### src/rtl/key_event_gen_pkg.sv
// Shared definitions for the debounced-key event generator.
// State encoding and default timing constants used by RTL and bench.
package key_event_gen_pkg;

    typedef enum logic [1:0] {
        ST_IDLE = 2'd0,
        ST_HOLD = 2'd1,
        ST_LONG = 2'd2
    } state_t;

    localparam int DEF_LONG_CYCLES   = 50_000_000;
    localparam int DEF_REPEAT_CYCLES = 10_000_000;
    localparam int DEF_CNT_W         = 26;

endpackage

### src/rtl/key_event_gen.sv
// Turns a debounced button level into one-cycle press/release/short/
// long/repeat events plus a registered held level.
module key_event_gen
    import key_event_gen_pkg::*;
#(
    parameter int LONG_CYCLES   = DEF_LONG_CYCLES,
    parameter int REPEAT_CYCLES = DEF_REPEAT_CYCLES,
    parameter int CNT_W         = DEF_CNT_W
) (
    input  logic clk,
    input  logic rst_n,
    input  logic btn,
    input  logic repeat_en,
    output logic press,
    output logic key_release,
    output logic short_press,
    output logic long_press,
    output logic key_repeat,
    output logic held
);

    localparam logic [CNT_W-1:0] LONG_LAST = CNT_W'(LONG_CYCLES - 1);
    localparam logic [CNT_W-1:0] REP_LAST  = CNT_W'(REPEAT_CYCLES - 1);

    state_t           state, state_n;
    logic [CNT_W-1:0] cnt, cnt_n;
    logic             press_n, release_n, short_n;
    logic             long_n, repeat_n, held_n;

    always_ff @(posedge clk or negedge rst_n) begin
        if (!rst_n) begin
            state       <= ST_IDLE;
            cnt         <= '0;
            press       <= 1'b0;
            key_release <= 1'b0;
            short_press <= 1'b0;
            long_press  <= 1'b0;
            key_repeat  <= 1'b0;
            held        <= 1'b0;
        end else begin
            state       <= state_n;
            cnt         <= cnt_n;
            press       <= press_n;
            key_release <= release_n;
            short_press <= short_n;
            long_press  <= long_n;
            key_repeat  <= repeat_n;
            held        <= held_n;
        end
    end

    always_comb begin
        state_n   = state;
        cnt_n     = cnt;
        press_n   = 1'b0;
        release_n = 1'b0;
        short_n   = 1'b0;
        long_n    = 1'b0;
        repeat_n  = 1'b0;
        unique case (state)
            ST_IDLE: begin
                if (btn) begin
                    state_n = ST_HOLD;
                    cnt_n   = '0;
                    press_n = 1'b1;
                end
            end
            ST_HOLD: begin
                // release has priority over reaching the long threshold
                if (!btn) begin
                    state_n   = ST_IDLE;
                    release_n = 1'b1;
                    short_n   = 1'b1;
                end else if (cnt == LONG_LAST) begin
                    state_n = ST_LONG;
                    cnt_n   = '0;
                    long_n  = 1'b1;
                end else begin
                    cnt_n = cnt + 1'b1;
                end
            end
            ST_LONG: begin
                if (!btn) begin
                    state_n   = ST_IDLE;
                    release_n = 1'b1;
                end else if (repeat_en && cnt == REP_LAST) begin
                    repeat_n = 1'b1;
                    cnt_n    = '0;
                end else if (cnt != REP_LAST) begin
                    cnt_n = cnt + 1'b1;
                end
            end
            default: begin
                state_n = ST_IDLE;
                cnt_n   = '0;
            end
        endcase
        held_n = (state_n != ST_IDLE);
    end

endmodule

### config.mk
export PLATFORM = sky130hd
export DESIGN_NAME = key_event_gen
export DESIGN_NICKNAME = d
export VERILOG_FILES = /design/src/rtl/key_event_gen_pkg.sv /design/src/rtl/key_event_gen.sv
export SDC_FILE = /design/constraint.sdc
export NUM_CORES = 1
export LEC_CHECK = 0
export BUFFER_PORTS_ARGS = -buffer_cell sky130_fd_sc_hd__buf_2
export CORE_MARGIN = 5
export CORE_UTILIZATION = 60
export DETAILED_ROUTE_END_ITERATION = 16
export PLACE_DENSITY_LB_ADDON = 0.1
export SYNTH_ARGS = -nofsm -noshare
export SYNTH_HDL_FRONTEND = slang
export SYNTH_SLANG_ARGS = --single-unit
### constraint.sdc
create_clock -name clk -period 6.2 [get_ports clk]
set_clock_uncertainty 0.05 [all_clocks]
set_input_delay 0.31 -clock clk [delete_from_list [all_inputs] [get_ports clk]]
set_output_delay 0.31 -clock clk [all_outputs]
set_load 0.05 [all_outputs]
Yosys cells after proc, flatten, opt, wreduce, memory -nomap -nowiden
Cells that the tools add are included.

Add/subtract/negate cells: 1. Equal/unequal tests: 9. Muxes and demuxes: 23. Reduce and logical (&&, ||, !) cells: 5.

Operators with widths (count): $mux 26 (6); $pmux 26 s3 (1); $add 26x1->26 const B (1); $eq 26x24->1 const B (1); $eq 26x26->1 const B (1); $ne 26x24->1 const B (1); $mux 1 (11); $mux 2 (4); $ne 2x2->1 const B (3); $pmux 2 s3 (1); $reduce_and 4->1 (1); $ne 3x3->1 const B (1); $eq 2x1->1 const B (1); $eq 2x2->1 const B (1); $logic_not 2->1 (1); $reduce_bool 2->1 (1); $reduce_or 2->1 (1); $logic_and 1x1->1 (1).

Register bits after elaboration: 34. Bits of input ports: 4. Output and inout bits: 6. Word-level logic and storage cells: 46.

Longest topological paths before layout
Depth after elaboration: 5. Depth in mapped cells: 10. Depth with buffers taken out: 8.

Worst setup path after synthesis
No wires, ideal clock.

Path type: reg-to-reg. From: register cnt[8]. To: register cnt[17]. Setup time: 136 ps. Data arrival time: 2659 ps. Required time: 6014 ps. Path slack: 3355 ps. Cell stages (with the launch flop): 9. Path buffers: 2. Period minus slack after synthesis: 2845 ps. Cell sequence: dfrtp_1 > or4b_1 > or4_4 > or4b_4 > a21oi_4 > nand2b_1 > buf_4 > buf_6 > o311ai_1.

Cells in the longest elaborated chain, start to end: 5. Elaborated cells between the ends (all ways): 13. Those cells by class: add/sub (1); eq/ne (4); mux (6); reduce/logical (2).

RTL lines: from (decl) (RTL line key_event_gen.sv:26) `logic [CNT_W-1:0] cnt, cnt_n;`; from (signal assigned) (RTL line key_event_gen.sv:42) `cnt <= cnt_n;`; $add 26x1->26 / $eq 26x24->1 (equally long branches) (RTL line key_event_gen.sv:79, key_event_gen.sv:90, key_event_gen.sv:86); $mux 26 / $logic_and 1x1->1 (equally long branches) (RTL line key_event_gen.sv:89, key_event_gen.sv:86); $mux 26 (RTL line key_event_gen.sv:86) `end else if (repeat_en && cnt == REP_LAST) begin`; $mux 26 (RTL line key_event_gen.sv:83) `if (!btn) begin`; $pmux 26 s3 (RTL line key_event_gen.sv:60) `unique case (state)`.

Several ways; a longest one is shown, not always the timed one. The select of a mux whose other input is x is not followed. A chain may end at the register's enable or synchronous reset.

Worst setup path after layout
From: register cnt[8]. To: register cnt[14].

The elaborated chain is that of the path after synthesis.

==> flow_summary.toml <==
[sta]
timing.fmax_ghz = 0.270
fin_crit_sh_pct = 59.6
setup_violations = 0
fin_crit_ns = 3.70
tightest_slew_ns = 0.919
drv_slew = 0
slew_headroom_pct = 38.7
rsz0062_at_grt = "false"
hold_viol = 34
hold_slack_ns = -0.0364
fin_setup_tns_ns = 0

[die]
dieArea_mm2 = 0.00443
core.rowCount = 20
core_area_mm2 = 0.00305
die_w_um = 66.5
start_util_pct = 62.8
die_h_um = 66.5
io_pins = 10

[yosys]
ys.flop_type = "dfrtp_1"
yosys.area_share.simple_pct = 26.0
synth.distinct_cells = 42
synth_fp_nets = 215
synth_area_mm2 = 0.00192
yosysWarnings = 0
avgSynthCellArea_um2 = 9.31
synth-xor-area-share_pct = 0
synth_compound_area_share_pct = 21.9
synth_top_family_by_area = "simple AND/OR/NAND/NOR gates"
synthAdderAreaFrac_pct = 3.26
ys_seq_area_share_pct = 44.4
synth_cells = 206
ys_async_sr_fraction_pct = 100
yosysTopAreaCell = "dfrtp_1"
synth_edf_count = 0
synth_top_area_share_pct = 44.4
synth_area_leaders = "dfrtp_1 (44%), nand3_1 (5.5%), nand2_1 (3.7%)"
muxShareOfSynthArea_pct = 0
yosys_register_bits = 34

[finish]
n_antenna_cell = 0
final_nets = 221
multi_input_area_um2 = 982
layout.area.seq_um2 = 851
final_util_pct = 66.3
drive_above_1_share_pct = 10.8
num-fill-cells = 268
area_growth_pct = 5.48

[worst_setup_path]
crit_required_ns = 6.33
cp_max_fo = 28
path_cells = "or4b_1, or4_4, or4b_4, a21oi_4, nand2b_1, o311ai_0"
crit_arrival_ns = 3.83
cp_top_family = "simple AND/OR/NAND/NOR gates"
critPathKind = "register to register"
cp_slowest_stage_delay_ns = 0.61
endpoint_kind = "register"
path_buf_inv = 0
cp_slowest_cell = "nand2b_1"
start_kind = "register"

[clocking]
clkTransAtPathRegs_ns = 0.11
numCtsBuffers = 5
cts_tree = "yes"
htree_levels = 2
cts_num_sinks = 34
cts_resized = 0
insertion_delay_ns = 0.34
cts_hold_buf = 0
root_buffer = "clkbuf_4"
cts_buffer_depth = 2
cts_setup_buffers = 0

[global_route]
antenna_found_initial = 0
grt_pass1_wl_mm = 7.09
grt_max_degree = 35
grt_overflow = 0
grt_pass1_vias = 1575
grt_usage_pct = 21.3

[power]
power-per-cell-area_mw_per_mm2 = 276
leakage_uw = 0.000841
vdd_drop_max_v = 0.000179

[status]
status = "finished, violations left"
violations = "negative hold slack"

[drt]
drt_iter0_drc = 150
drt_first_pass_iters = 4
via_count = 1656
vias_per_cell = 6.44
ant_nets = 0
routed_wl_mm = 4.07
drt-wirelength-per-cell_um = 15.8
drc = 0

[placement]
io_buffers = 9
hpwl_mm = 2.80
gp_congestion = 0.823

[job]
max_cap_violations = 0

[min_path]
hp-class = "input pin to async pin"
[layout make-up]
| class | count | share of cell area, % |
|---|---|---|
| clock buffers | 7 | 2.72 |
| clock inverters | 1 | 0.247 |
| inverters | 8 | 1.48 |
| multi-input cells | 154 | 48.5 |
| flip-flops and latches | 34 | 42.1 |
| well taps | 44 | 2.72 |
| repair buffers | 9 | 2.23 |
[worst register-to-register path, stage by stage (launching register included)]
cell and delay (ns):
dfrtp_1 0.44, or4b_1 0.54, or4_4 0.53, or4b_4 0.55, a21oi_4 0.60, nand2b_1 0.62, o311ai_0 0.23
[state kept, by name (all words and copies together) (netlist names)]
signal       count
cnt             26
state            2
held             1
key_release      1
key_repeat       1
long_press       1
press            1
short_press      1
[report_power, final]
group	internal (uW)	switching (uW)
logic	50.5	130
clock network	54.9	71.4
registers	239	12.8
[synth_stat cells, types with 2 or more instances]
master / count
a21oi_1: 5
inv_1: 8
nand3_1: 21
dfrtp_1: 34
nor4_1: 2
o41ai_1: 2
and2_1: 3
buf_2: 5
o21ai_0: 3
and3_1: 3
or2_2: 3
o2bb2ai_1: 2
a22o_1: 7
o311ai_1: 3
a21o_1: 5
ha_1: 5
clkbuf_1: 3
o311ai_0: 7
a22oi_1: 5
o31a_1: 2
nor3_1: 2
nand4_1: 11
or3_1: 3
nand2_1: 19
nor2b_1: 4
o31ai_1: 2
o21a_1: 4
nor2_1: 19
[kinds of logic (layout without fill, tap and decap cells)]
group	after synthesis	after routing
compound gates	53	53
fa+ha+maj	5	5
buf+inv	18	25
flops	34	34
simple gates	96	96
[worst paths after layout]
check                              to  depth (start not counted)  slack, ns      start
min                           cnt[16]                          1      -0.04      rst_n
min in group clk           key_repeat                          3       0.22  repeat_en
max                           cnt[14]                          6       2.50     cnt[8]
min reg2reg                   cnt[24]                          1       0.52    cnt[24]
max reg2reg                   cnt[14]                          6       2.50     cnt[8]
max in group asynchronous      cnt[0]                          1       5.65      rst_n
[placed cells by master, fill, tap and decap left out, types with 7 or more instances in the layout]
master | Yosys | layout
nand3_1 | 21 | 21
nand2_1 | 19 | 19
nand4_1 | 11 | 11
a22o_1 | 7 | 7
dfrtp_1 | 34 | 34
o311ai_0 | 7 | 7
nor2_1 | 19 | 19
buf_2 | 5 | 9
inv_1 | 8 | 8
[metrics by stage]
stage / area [um2] / power (uW) / instances / hold slack [ns] / worst slack (ns)
finish: 2020 / 558 / 257 / -0.0364 / 2.50
global route: 2020 / 593 / 257 / 0.0210 / 2.26
CTS: 2020 / 559 / 257 / 0.00104 / 2.51
detailed placement: 1960 / 433 / 249 / 0.363 / 2.50
global placement: 1960 / 427 / 249 / 0.357 / 2.65
floorplan: 1920 / 405 / 206 / -0.0356 / 3.35
[per-layer routing]
metal | GRT usage [%] | up-vias | routed length, um
li1 | - | 790 | -
met5 | 0 | - | 0
met3 | 6.41 | 12 | 288
met2 | 35.3 | 60 | 1950
met4 | 7.61 | 0 | 81
met1 | 26.1 | 794 | 1740
Note: power is estimated with default switching activity, not from simulation.
